`config.mk`:
```
export PLATFORM = sky130hd
export DESIGN_NAME = ddr_in_burst_capture
export DESIGN_NICKNAME = d
export VERILOG_FILES = /design/src/rtl/ddr_in_burst_capture.sv
export SDC_FILE = /design/constraint.sdc
export NUM_CORES = 1
export LEC_CHECK = 0
export CAP_MARGIN = 25
export CORE_UTILIZATION = 52
export DETAILED_ROUTE_END_ITERATION = 8
export GPL_TIMING_DRIVEN = 0
export PLACE_DENSITY = 0.75
export SKIP_LAST_GASP = 1
export SLEW_MARGIN = 40
export SYNTH_ARGS = -nofsm -noshare
export SYNTH_HDL_FRONTEND = slang
export SYNTH_SLANG_ARGS = --single-unit
```
`constraint.sdc`:
```
create_clock -name inclock -period 2 [get_ports inclock]
set_input_delay 0.2 -clock inclock [delete_from_list [all_inputs] [get_ports inclock]]
set_output_delay 0.2 -clock inclock [all_outputs]
set_load 0.02 [all_outputs]
```
`src/rtl/ddr_in_burst_capture.sv`:
```
// DDR input capture for the SDRAM read path.
// Samples datain on both edges of inclock, captures fixed-length read bursts after a
// CAS latency and buffers rising/falling sample pairs in a first-word-fall-through FIFO.
// Optional feature macro: DDR_IN_RESYNC_EN adds one posedge register ahead of the FIFO push.
module ddr_in_burst_capture #(
  parameter int unsigned WIDTH      = 16,
  parameter int unsigned CAS_LAT    = 2,
  parameter int unsigned BURST_MAX  = 8,
  parameter int unsigned FIFO_DEPTH = 4
) (
  input  logic             inclock,
  input  logic             sclr,
  input  logic             inclocken,
  input  logic [WIDTH-1:0] datain,
  input  logic             start,
  input  logic [3:0]       burst_len,
  output logic             busy,
  output logic             done,
  output logic [WIDTH-1:0] dataout_h,
  output logic [WIDTH-1:0] dataout_l,
  output logic             out_valid,
  input  logic             out_ready,
  output logic             overflow
);

  localparam int unsigned PW = $clog2(FIFO_DEPTH);
  localparam int unsigned CW = PW + 1;
  localparam int unsigned DW = 2 * WIDTH;

  typedef enum logic [1:0] {StIdle, StWait, StCapt} state_t;

  state_t           state_q;
  logic [2:0]       lat_q;
  logic [3:0]       beats_q;
  logic             busy_q;
  logic             done_q;
  logic [3:0]       len_clamped;

  logic [WIDTH-1:0] cap_h;
  logic [WIDTH-1:0] cap_n;
  logic [DW-1:0]    pair_d;

  logic             capt_push;
  logic             capt_last;
  logic             push;
  logic             push_last;
  logic [DW-1:0]    push_data;

  logic [DW-1:0]    mem [FIFO_DEPTH];
  logic [PW-1:0]    wr_ptr_q;
  logic [PW-1:0]    rd_ptr_q;
  logic [PW-1:0]    rd_next;
  logic [CW-1:0]    count_q;
  logic [CW-1:0]    count_d;
  logic             valid_q;
  logic             ovf_q;
  logic [DW-1:0]    head_q;
  logic             pop;
  logic             full;
  logic             wr_en;

  // Rising-edge sample; held while the capture clock enable is low.
  always_ff @(posedge inclock) begin
    if (inclocken) cap_h <= datain;
  end

  // Falling-edge sample that completes the pair started by the preceding rising edge.
  always_ff @(negedge inclock) begin
    if (inclocken) cap_n <= datain;
  end

  // The pair being realigned at this rising edge: previous posedge sample plus its negedge.
  assign pair_d = {cap_h, cap_n};

  // Zero-length requests become one beat; oversized requests saturate.
  always_comb begin
    len_clamped = burst_len;
    if (burst_len == 4'd0) begin
      len_clamped = 4'd1;
    end else if (burst_len > 4'(BURST_MAX)) begin
      len_clamped = 4'(BURST_MAX);
    end
  end

  assign capt_push = (state_q == StCapt) && inclocken;
  assign capt_last = capt_push && (beats_q == 4'd1);

`ifdef DDR_IN_RESYNC_EN
  logic [DW-1:0] pair_q;
  logic          push_q;
  logic          last_q;

  // Extra retiming stage; it advances only on enabled edges so no beat is lost or repeated.
  always_ff @(posedge inclock) begin
    if (sclr) begin
      pair_q <= '0;
      push_q <= 1'b0;
      last_q <= 1'b0;
    end else if (inclocken) begin
      pair_q <= pair_d;
      push_q <= capt_push;
      last_q <= capt_last;
    end
  end

  assign push      = push_q && inclocken;
  assign push_last = last_q && inclocken;
  assign push_data = pair_q;
`else
  assign push      = capt_push;
  assign push_last = capt_last;
  assign push_data = pair_d;
`endif

  // Burst control FSM: IDLE -> WAIT (CAS latency) -> CAPT (one beat per enabled edge).
  always_ff @(posedge inclock) begin
    if (sclr) begin
      state_q <= StIdle;
      lat_q   <= '0;
      beats_q <= '0;
      busy_q  <= 1'b0;
      done_q  <= 1'b0;
    end else begin
      // done is a single-cycle pulse regardless of the clock enable.
      done_q <= push_last;
      if (inclocken) begin
        unique case (state_q)
          StIdle: begin
            if (start) begin
              state_q <= StWait;
              busy_q  <= 1'b1;
              lat_q   <= 3'(CAS_LAT);
              beats_q <= len_clamped;
            end
          end
          StWait: begin
            if (lat_q == 3'd1) begin
              state_q <= StCapt;
            end else begin
              lat_q <= lat_q - 3'd1;
            end
          end
          StCapt: begin
            beats_q <= beats_q - 4'd1;
            if (beats_q == 4'd1) begin
              state_q <= StIdle;
              busy_q  <= 1'b0;
            end
          end
          default: state_q <= StIdle;
        endcase
      end
    end
  end

  assign pop     = valid_q && out_ready;
  assign full    = (count_q == CW'(FIFO_DEPTH));
  // A push into a full FIFO still lands if the head leaves on the same edge.
  assign wr_en   = push && (!full || pop);
  assign rd_next = rd_ptr_q + 1'b1;
  assign count_d = count_q + CW'(wr_en) - CW'(pop);

  // FIFO storage; contents need no reset since count/valid gate visibility.
  always_ff @(posedge inclock) begin
    if (!sclr && wr_en) mem[wr_ptr_q] <= push_data;
  end

  // FIFO pointers, occupancy, sticky overflow and registered fall-through head.
  always_ff @(posedge inclock) begin
    if (sclr) begin
      wr_ptr_q <= '0;
      rd_ptr_q <= '0;
      count_q  <= '0;
      valid_q  <= 1'b0;
      ovf_q    <= 1'b0;
      head_q   <= '0;
    end else begin
      if (wr_en) wr_ptr_q <= wr_ptr_q + 1'b1;
      if (pop)   rd_ptr_q <= rd_next;
      count_q <= count_d;
      valid_q <= (count_d != '0);
      if (push && full && !pop) ovf_q <= 1'b1;
      if (pop && (count_q > CW'(1))) begin
        head_q <= mem[rd_next];
      end else if (wr_en && ((count_q == '0) || pop)) begin
        // Empty, or the only entry is leaving: the incoming pair becomes the head.
        head_q <= push_data;
      end
    end
  end

  assign busy      = busy_q;
  assign done      = done_q;
  assign out_valid = valid_q;
  assign overflow  = ovf_q;
  assign dataout_h = head_q[DW-1:WIDTH];
  assign dataout_l = head_q[WIDTH-1:0];

endmodule
```
==> results of run 1 <==
-- state kept, by name, indices dropped and copies added (netlist names) --
| register | cells |
|---|---|
| lat_q | 3 |
| wr_ptr_q | 2 |
| done | 1 |
| head_q | 32 |
| rd_ptr_q | 2 |
| cap_n | 16 |
| count_q | 3 |
| out_valid | 1 |
| state_q | 2 |
| overflow | 1 |
| cap_h | 16 |
| busy | 1 |
| beats_q | 4 |
| mem | 128 |
-- cells in the final DEF, fill, tap and decap left out, types with 6 or more instances in the layout --
cell	netlist	final
clkbuf_8	0	6
nor2_1	51	51
ha_1	12	10
a311oi_1	33	31
buf_6	11	11
buf_4	1	11
nor2b_1	6	6
and2_4	0	8
nand2_1	72	72
clkbuf_1	6	12
clkdlybuf4s50_1	0	58
clkbuf_16	0	21
buf_2	11	8
inv_1	14	27
edfxtp_1	160	160
dfxtp_1	52	49
o21ai_0	6	6
a21oi_1	11	11
mux4_2	32	32
-- routing by layer --
metal	share of wire [%]	vias to the layer above	global-route usage, %	wire, um
met4	2.5	0	6.303	447
met5	0	-	0	0
li1	-	2184	-	-
met1	41	2445	30.12	7268
met2	50	202	38.32	8856
met3	7.1	33	3.769	1265
-- critical path, delay by kind of cell, from the launching register on --
kind / cells / cell delay (ps)
DFF: 1 / 320
buffers and inverters: 2 / 110
AOI/OAI and AO/OA: 2 / 340
adders and majority gates: 3 / 790
xor gates and xnor gates: 1 / 190
and+or+nand+nor: 1 / 270
-- power groups by stage --
stage / registers [uW] / logic (uW) / clock network, uW
6_report: 5190 / 1590 / 3880
5_1_grt: 5220 / 1710 / 4140
4_1_cts: 5190 / 1570 / 3950
3_5_place_dp: 5270 / 1530 / 51.2
3_3_place_gp: 5260 / 1480 / 51.2
2_1_floorplan: 5390 / 776 / 51.2
-- logic make-up after synthesis --
kind of cell	Yosys count
XOR/XNOR	4
multiplexers	33
AND/OR/NAND/NOR	150
flip-flops	212
AO/OA/AOI/OAI	64
buffers and inverters	43
adder cells (fa/ha/maj)	13
-- layout make-up --
cell class | count | area, um^2 | share of cell area, %
Sequential cell | 212 | 5849 | 58.91
Multi-Input combinational cell | 268 | 2180 | 21.95
Timing Repair Buffer | 68 | 655.6 | 6.603
Clock buffer | 33 | 630.6 | 6.351
Tap cell | 211 | 264.0 | 2.659
Buffer | 28 | 209.0 | 2.104
Clock inverter | 20 | 92.59 | 0.9325
Inverter | 13 | 48.80 | 0.4914
-- timing repair --
item	in CTS	in global routing
gates resized for setup	4	13
cloned	0	4
setup endpoints to repair	132	136
pin swaps	2	9
setup buffers	4	5
endpoints found under the hold margin	0	0
-- through the flow --
stage	power (uW)	setup WS [ps]	TNS, ps	std cells
2_1_floorplan	6219	-43.94	-43.94	519
3_3_place_gp	6797	-2196	-364590	789
3_5_place_dp	6853	-675.1	-53620	789
4_1_cts	10710	-152.7	-6322	845
5_1_grt	11070	-246.6	-609.9	853
6_report	10670	-164.6	-379.1	853
-- how the worst min path moves through the flow --
stage                     slack (ps)        from  cells past startpoint    endpoint
after floorplan                  300   datain[0]                      0    cap_h[0]
after global placement           460  beats_q[1]                      2  beats_q[1]
after detailed placement         470   head_q[1]                      2   head_q[1]
after CTS                        100        sclr                      2  count_q[1]
after global routing             150        sclr                      2  count_q[0]
final                            150        sclr                      2  count_q[0]
==> impl_metrics.yaml, run 1 <==
placed_design:
  dpl-instance-area_mm2: 0.009050
  port_buffers: 59
  place_hpwl_um: 10610
  gp_congestion: 0.7933
synthesis:
  synth-compound-area-share_pct: 6.005
  yosys_warnings: 0
  synth_xor_area_share_pct: 0.4289
  ys_seq_elements: 212
  netlist_instances: 519
  muxShareOfSynthArea_pct: 8.946
  synth_most_common_cell: "edfxtp_1"
  synth.cell_area_mm2: 0.008168
  synth_simple_gate_area_share_pct: 7.767
  yosysTopAreaCell: "edfxtp_1"
  synthAdderAreaFrac_pct: 2.083
  synth.cells.most_frequent: "edfxtp_1 (160), nand2_1 (72), dfxtp_1 (52), nor2_1 (51), a311oi_1 (33)"
  synth_area_leaders: "edfxtp_1 (59%), dfxtp_1 (13%), mux4_2 (8.8%)"
  avgSynthCellArea_um2: 15.74
  synth.distinct_cells: 41
  syn-num-nets: 557
  ys_async_sr_fraction_pct: 0
  synth_seq_area_share_pct: 71.57
  synth_top_area_share_pct: 58.82
  synthFlopType: "edfxtp_1"
  synth_top_family_by_area: "multiplexers"
  synth-edff-count: 160
setup_path:
  worst-setup-path-type: "flip-flop to flip-flop"
  crit_required_ps: 2340
  crit_chain: "nand3b_1 -> a31oi_4 -> inv_2 -> ha_4 -> inv_2 -> ha_4 -> fa_2 -> xor2_2 -> a21oi_1"
  reg2reg_depth: 9
  end_kind: "flip-flop"
  path_max_fanout: 3
  critPathLaunchType: "flip-flop"
  critPathLaunch: "state_q[0]"
  cp_slowest_cell: "fa_2"
  reg2reg_slack_ps: -160
  r2r-end: "out_valid"
  arrival_ps: 2500
  timing.critical_path.to: "out_valid"
  r2r-start: "state_q[0]"
  crit_path_max_incr_delay_ps: 380
global_route:
  grt_start_max_net_pins: 40
  antenna_found_initial: 0
  grt_usage_pct: 22.51
  grt_pass1_wl_um: 27360
  grt_overflow: 0
  grt_pass1_vias: 5029
timing:
  maxSlewViolCount: 0
  max_freq_ghz: 0.4620
  fin_skew_ps: 75.48
  max-slew-margin-rel_pct: 50.72
  setup_slack_ps: -164.6
  period_minus_slack_ps: 2165
  rsz0062_at_grt: "true"
  hold-worst-slack_ps: 146.9
  finalSetupViolCount: 3
  worstMarginPinSlew_ps: 739.2
  fin_crit_sh_pct: 108.2
  hold_viol: 0
cts:
  clk_pin_slew_ps: 60
  clock-sinks: 212
  clk_latency_ps: 550
  clock-root-buffer: "clkbuf_16"
  hold_buffers: 0
  cts_max_level: 1
  cts_max_path_buffers: 3
  tritoncts: "done"
  cts_made_buffers: 21
die:
  start_util_pct: 53.53
  coreArea_mm2: 0.01526
  row_count: 45
  die_h_um: 127.3
  die_area_mm2: 0.01621
  fp.dieW_um: 127.3
  ioPinCount: 61
detailed_routing:
  vias_per_cell: 5.702
  first_pass_iters: 5
  vias: 4864
  drt_iter0_drc: 477
  drtAntennaViolNets: 0
  drc: 0
  routed_wl_um: 17840
  wl_per_cell_um: 20.91
flow_run:
  cap_violations: 0
min_path:
  hold_path_class: "input port to flip-flop"
power_and_ir_drop:
  p_per_area_mw_per_mm2: 1074
  p_leak_uw: 0.003283
  pwr-share-seq_pct: 48.7
  cell_internal_pwr_uw: 8007
  p_switching_uw: 2658
  switching_share_pct: 24.93
  vdd_ir_drop_max_mv: 0.6624
  clockPowerShare_pct: 36.4
  pwr-share-comb_pct: 14.9
run_status:
  failed_checks: "negative setup slack"
  outcome: "finished, violations left"
finish:
  nNetsFinal: 666
  syn_to_final_growth_pct: 21.57
  final_util_pct: 65.08
  nFillCells: 1064
  drive_gt1_share_pct: 18.22
  diodes: 0
  fin_area_mm2: 0.009930
(Power assumes the default switching activity.)
==> run 2, diff against run 1 <==
--- a/config.mk
+++ b/config.mk
@@ -7,6 +7,7 @@
 export LEC_CHECK = 0
 export CAP_MARGIN = 25
 export CORE_UTILIZATION = 52
+export CTS_BUF_LIST = sky130_fd_sc_hd__clkbuf_4 sky130_fd_sc_hd__clkbuf_8 sky130_fd_sc_hd__clkbuf_16
 export DETAILED_ROUTE_END_ITERATION = 8
 export GPL_TIMING_DRIVEN = 0
 export PLACE_DENSITY = 0.75
==> run 2 against run 1 <==
- the flow still finishes with violations (negative setup slack)
- sequential power about the same
- first-iteration DRC count decreased by 0.63%
- register-to-register slack about the same
- non-clock buffer count unchanged
- via count increased by 0.97%
- critical path depth unchanged
- design area increased by 0.23%
- clock-buffer cell count unchanged
- global-route usage about the same
- clock skew about the same
- wire length increased by 1.1%
- largest cell class unchanged
- highest routed layer unchanged
==> impl_metrics.yaml, run 2 (synthesis gave the netlist of run 1 again) <==
run_status:
  outcome: "finished, violations left"
  failed_checks: "negative setup slack"
min_path:
  hold_start: "sclr"
  hold_end: "count_q[0]"
  hold_path_class: "input port to flip-flop"
  hold_depth: 2
power_and_ir_drop:
  report.power.total_uw: 10760
  pwr-share-comb_pct: 14.8
  vdd_ir_drop_max_mv: 0.6618
  p_switching_uw: 2670
  p_per_area_mw_per_mm2: 1081
  cell_internal_pwr_uw: 8089
  switching_share_pct: 24.81
  p_leak_uw: 0.003304
  clockPowerShare_pct: 36.9
  pwr-share-seq_pct: 48.3
setup_path:
  reg2reg_depth: 9
  arrival_ps: 2490
  path_max_fanout: 3
  worst-setup-path-type: "flip-flop to flip-flop"
  critPathLaunchType: "flip-flop"
  r2r-start: "state_q[0]"
  end_kind: "flip-flop"
  crit_required_ps: 2340
  reg2reg_slack_ps: -150
  r2r-end: "out_valid"
placed_design:
  gp_congestion: 0.7933
  port_buffers: 59
  place_hpwl_um: 10610
  pre_cts_ws_ps: -675.1
finish:
  largest_reg_flops: 128
  register_area_mm2: 0.005849
  regMostFlops: "mem"
  nNetsFinal: 666
  nFillCells: 1059
  top_regs: "mem: 128 flops, head_q: 32 flops"
  multi_input_area_mm2: 0.002180
  syn_to_final_growth_pct: 21.84
  drive_gt1_share_pct: 19.16
  mostFrequentLayoutCell: "edfxtp_1"
  diodes: 0
  layout_common_cells: "edfxtp_1 (160), nand2_1 (72), clkdlybuf4s50_1 (58), nor2_1 (51), dfxtp_1 (49)"
cts:
  clk_latency_ps: 560
  cts_max_path_buffers: 3
  cts_made_buffers: 21
  hold_buffers: 0
  clock-root-buffer: "clkbuf_16"
  clk_pin_slew_ps: 60
  cts_max_level: 1
  clock-sinks: 212
  tritoncts: "done"
global_route:
  grt_pass1_vias: 5055
  grt_start_max_net_pins: 40
  grt_overflow: 0
  antenna_found_initial: 0
  grt_pass1_wl_um: 27340
  grt_usage_pct: 22.48
timing:
  max_freq_ghz: 0.4641
  finalSetupViolCount: 3
  rsz0062_at_grt: "true"
  period_minus_slack_ps: 2155
  setup_slack_ps: -154.6
  max-slew-margin-rel_pct: 53.45
  hold-worst-slack_ps: 151.3
  worstMarginPinSlew_ps: 698.3
  hold_viol: 0
  fin_skew_ps: 75.38
  maxSlewViolCount: 0
  fin_crit_sh_pct: 107.7
detailed_routing:
  drt-met1-wl_um: 7405
  drtAntennaViolNets: 0
  vias_per_cell: 5.757
  wl_per_cell_um: 21.15
  vias: 4911
  wl_met2_um: 9035
  drt_iter0_drc: 474
  top_layer: "met4"
  met3_length_um: 1258
  routed_wl_um: 18040
  drc: 0
  first_pass_iters: 5
die:
  start_util_pct: 53.53
  coreArea_mm2: 0.01526
  row_count: 45
  fp.dieW_um: 127.3
  ioPinCount: 61
  die_h_um: 127.3
  die_area_mm2: 0.01621
flow_run:
  cap_violations: 0
run 2: cell count changes in the layout (fill, tap and decap cells not counted):
cell	before	now
clkbuf_1	12	6
clkbuf_4	2	8
run 2: layout make-up:
class,instances,area share [%]
clock inverter,20,0.9303
sequential,212,58.78
inverter,13,0.4903
tap,211,2.653
buffer,28,2.100
multi-input combinational,268,21.90
timing repair buffer,68,6.588
clock buffer,33,6.563
run 2: how the worst max path moves through the flow:
stage,startpoint,to,slack (ps),depth (start not counted)
floorplan,state_q[1],out_valid,-40,10
global placement,inclocken,out_valid,-2200,10
detailed placement,inclocken,out_valid,-680,10
CTS,state_q[1],out_valid,-150,10
global route,state_q[0],out_valid,-250,9
finish,state_q[0],out_valid,-150,9
run 2: metal layers:
metal  global-route usage [%]  vias to the layer above
li1                         -                     2187
met1                    29.78                     2504
met2                    38.38                      194
met3                    3.811                       26
met4                    6.653                        0
met5                        0                        -
run 2: metrics by stage:
stage	setup TNS [ps]	util, %	cells	cell area (um^2)
final	-354.7	65.22	853	9952
after global routing	-736.0	65.22	853	9952
after CTS	-6013	64.53	845	9846
after detailed placement	-53620	59.31	789	9050
after global placement	-364590	59.29	789	9047
after floorplan	-43.94	-	519	8193
run 2: power by group through the flow:
stage               sequential, uW  clock, uW  combinational [uW]
finish                        5190       3970                1590
global route                  5220       4220                1710
CTS                           5190       4040                1570
detailed placement            5270       51.2                1530
global placement              5260       51.2                1480
floorplan                     5390       51.2                 776
run 2: worst max-delay path, stage by stage (launching register included):
cell	delay (ps)
dfxtp_2	320
nand3b_1	270
a31oi_4	260
inv_2	70
ha_4	260
inv_2	40
ha_4	150
fa_2	380
xor2_2	190
a21oi_1	80
run 2: timing repair:
| item | 4_1_cts | 5_1_grt |
|---|---|---|
| cloned | 0 | 4 |
| setup buffers | 4 | 5 |
| endpoints found under the setup margin | 132 | 135 |
| pin swaps | 2 | 9 |
| gates resized for setup | 4 | 13 |
==> run 3, diff against run 2 <==
--- a/config.mk
+++ b/config.mk
@@ -6,6 +6,7 @@
 export NUM_CORES = 1
 export LEC_CHECK = 0
 export CAP_MARGIN = 25
+export CORE_MARGIN = 3
 export CORE_UTILIZATION = 52
 export CTS_BUF_LIST = sky130_fd_sc_hd__clkbuf_4 sky130_fd_sc_hd__clkbuf_8 sky130_fd_sc_hd__clkbuf_16
 export DETAILED_ROUTE_END_ITERATION = 8
==> run 3 against run 2 <==
- the flow still finishes with violations (negative setup slack)
- maximum frequency grew 1.5%
- design area grew 0.35%
- clock power grew 7.6%
- clock-buffer cell count shrank 6
- power grew 3.0%
- critical path type unchanged
- largest cell class unchanged
==> impl_metrics.yaml, run 3 (synthesis gave the netlist of run 1 again) <==
timing:
  maxSlewViolCount: 0
  fin_crit_sh_pct: 106.2
  finalSetupViolCount: 131
  hold-worst-slack_ps: 95.23
  fin_skew_ps: 76.17
  max_freq_ghz: 0.4709
  worstMarginPinSlew_ps: 731.8
  rsz0062_at_grt: "true"
  period_minus_slack_ps: 2123
  hold_viol: 0
  setup_slack_ps: -123.4
  max-slew-margin-rel_pct: 51.21
  tns_ps: -9384
placed_design:
  dp.cells: 789
  gp_congestion: 0.7956
  dpl-instance-area_mm2: 0.009050
  place_hpwl_um: 11060
  port_buffers: 59
setup_path:
  path_max_fanout: 3
  crit_required_ps: 2400
  worst-setup-path-type: "flip-flop to flip-flop"
  end_kind: "flip-flop"
  arrival_ps: 2530
  critPathLaunchType: "flip-flop"
power_and_ir_drop:
  switching_share_pct: 24.88
  p_per_area_mw_per_mm2: 1109
  p_leak_uw: 0.003324
  report.power.total_uw: 11080
  clockPowerShare_pct: 38.5
  pwr-share-comb_pct: 14.6
  cell_internal_pwr_uw: 8323
  pwr-share-seq_pct: 46.9
  p_switching_uw: 2757
  vdd_ir_drop_max_mv: 0.7562
die:
  row_count: 45
  die_area_mm2: 0.01725
  fp.dieW_um: 131.3
  start_util_pct: 53.53
  coreArea_mm2: 0.01526
  die_h_um: 131.3
  ioPinCount: 61
finish:
  final_cell_count_no_fill: 853
  drive_gt1_share_pct: 18.85
  nFillCells: 1038
  syn_to_final_growth_pct: 22.27
  largest_reg_flops: 128
  top_regs: "mem: 128 flops, head_q: 32 flops"
  nNetsFinal: 665
  fin_area_mm2: 0.009987
  layout_common_cells: "edfxtp_1 (160), nand2_1 (72), clkdlybuf4s50_1 (58), nor2_1 (51), dfxtp_1 (49)"
  mostFrequentLayoutCell: "edfxtp_1"
  diodes: 0
  regMostFlops: "mem"
cts:
  cts_made_buffers: 21
  cts_max_level: 1
  clock-root-buffer: "clkbuf_16"
  tritoncts: "done"
  cts_max_path_buffers: 3
  clk_pin_slew_ps: 60
  clk_latency_ps: 560
  clock-sinks: 212
detailed_routing:
  vias: 4860
  wl_per_cell_um: 20.83
  drc: 0
  drtAntennaViolNets: 0
  vias_per_cell: 5.698
  first_pass_iters: 5
  routed_wl_um: 17770
  drt_iter0_drc: 413
global_route:
  grt_start_max_net_pins: 40
  grt_pass1_wl_um: 27880
  grt_overflow: 0
  antenna_found_initial: 0
  grt_usage_pct: 20.57
  grt_pass1_vias: 5105
run_status:
  failed_checks: "negative setup slack"
  outcome: "finished, violations left"
min_path:
  hold_path_class: "input port to flip-flop"
flow_run:
  cap_violations: 0
==> run 3: cell types whose count changed in the layout (fill, tap and decap cells not counted), sizes merged <==
cell    before  now
and2         9    5
inv         29   31
clkbuf      41   35
buf         30   33
bufinv       1    2
clkinv       2    6
==> run 3: area by class of cell <==
| cell class | count | area (um^2) | share of cell area, % |
|---|---|---|---|
| Clock buffer | 27 | 640.6 | 6.414 |
| Inverter | 13 | 48.80 | 0.4886 |
| Buffer | 28 | 209.0 | 2.092 |
| Clock inverter | 27 | 163.9 | 1.641 |
| Multi-Input combinational cell | 264 | 2133 | 21.36 |
| Tap cell | 211 | 264.0 | 2.643 |
| Sequential cell | 212 | 5849 | 58.57 |
| Timing Repair Buffer | 71 | 678.2 | 6.790 |
==> run 3: worst paths after layout <==
kind	startpoint	to	slack, ps	cells past startpoint
max	state_q[0]	out_valid	-120	9
max reg2reg	state_q[0]	out_valid	-120	9
min reg2reg	beats_q[1]	beats_q[1]	470	2
min	sclr	count_q[1]	100	2
==> run 3: stage by stage <==
step,utilization [%],worst slack [ps]
floorplan,-,-43.94
global placement,59.29,-2191
detailed placement,59.31,-634.5
CTS,64.82,-143.2
global route,65.45,-239.7
finish,65.45,-123.4
==> run 3: power by group through the flow <==
stage / Clock [uW] / Combinational, uW / Sequential (uW)
floorplan: 51.2 / 776 / 5390
global placement: 51.2 / 1490 / 5260
detailed placement: 51.2 / 1530 / 5280
CTS: 4290 / 1570 / 5190
global route: 4530 / 1740 / 5220
finish: 4270 / 1610 / 5200
==> run 3: worst max-delay path, cell delays in order, from the launching register on <==
cell	delay [ps]
dfxtp_2	330
nand3b_1	250
a31oi_4	240
inv_2	60
ha_4	260
inv_2	40
ha_4	150
fa_2	530
nor2_1	40
a21oi_1	130
==> run 3: what timing repair did <==
item | 4_1_cts | 5_1_grt
setup buffers | 3 | 9
gates resized for setup | 3 | 8
cloned | 0 | 0
hold buffers | 0 | 0
pin swaps | 2 | 4
endpoints found under the setup margin | 131 | 141
==> run 3: layer usage <==
metal / track usage, % / share of wire (%)
met1: 27.33 / 41
met2: 35.31 / 51
met3: 3.254 / 6.0
met4: 6.418 / 2.1
met5: 0 / 0
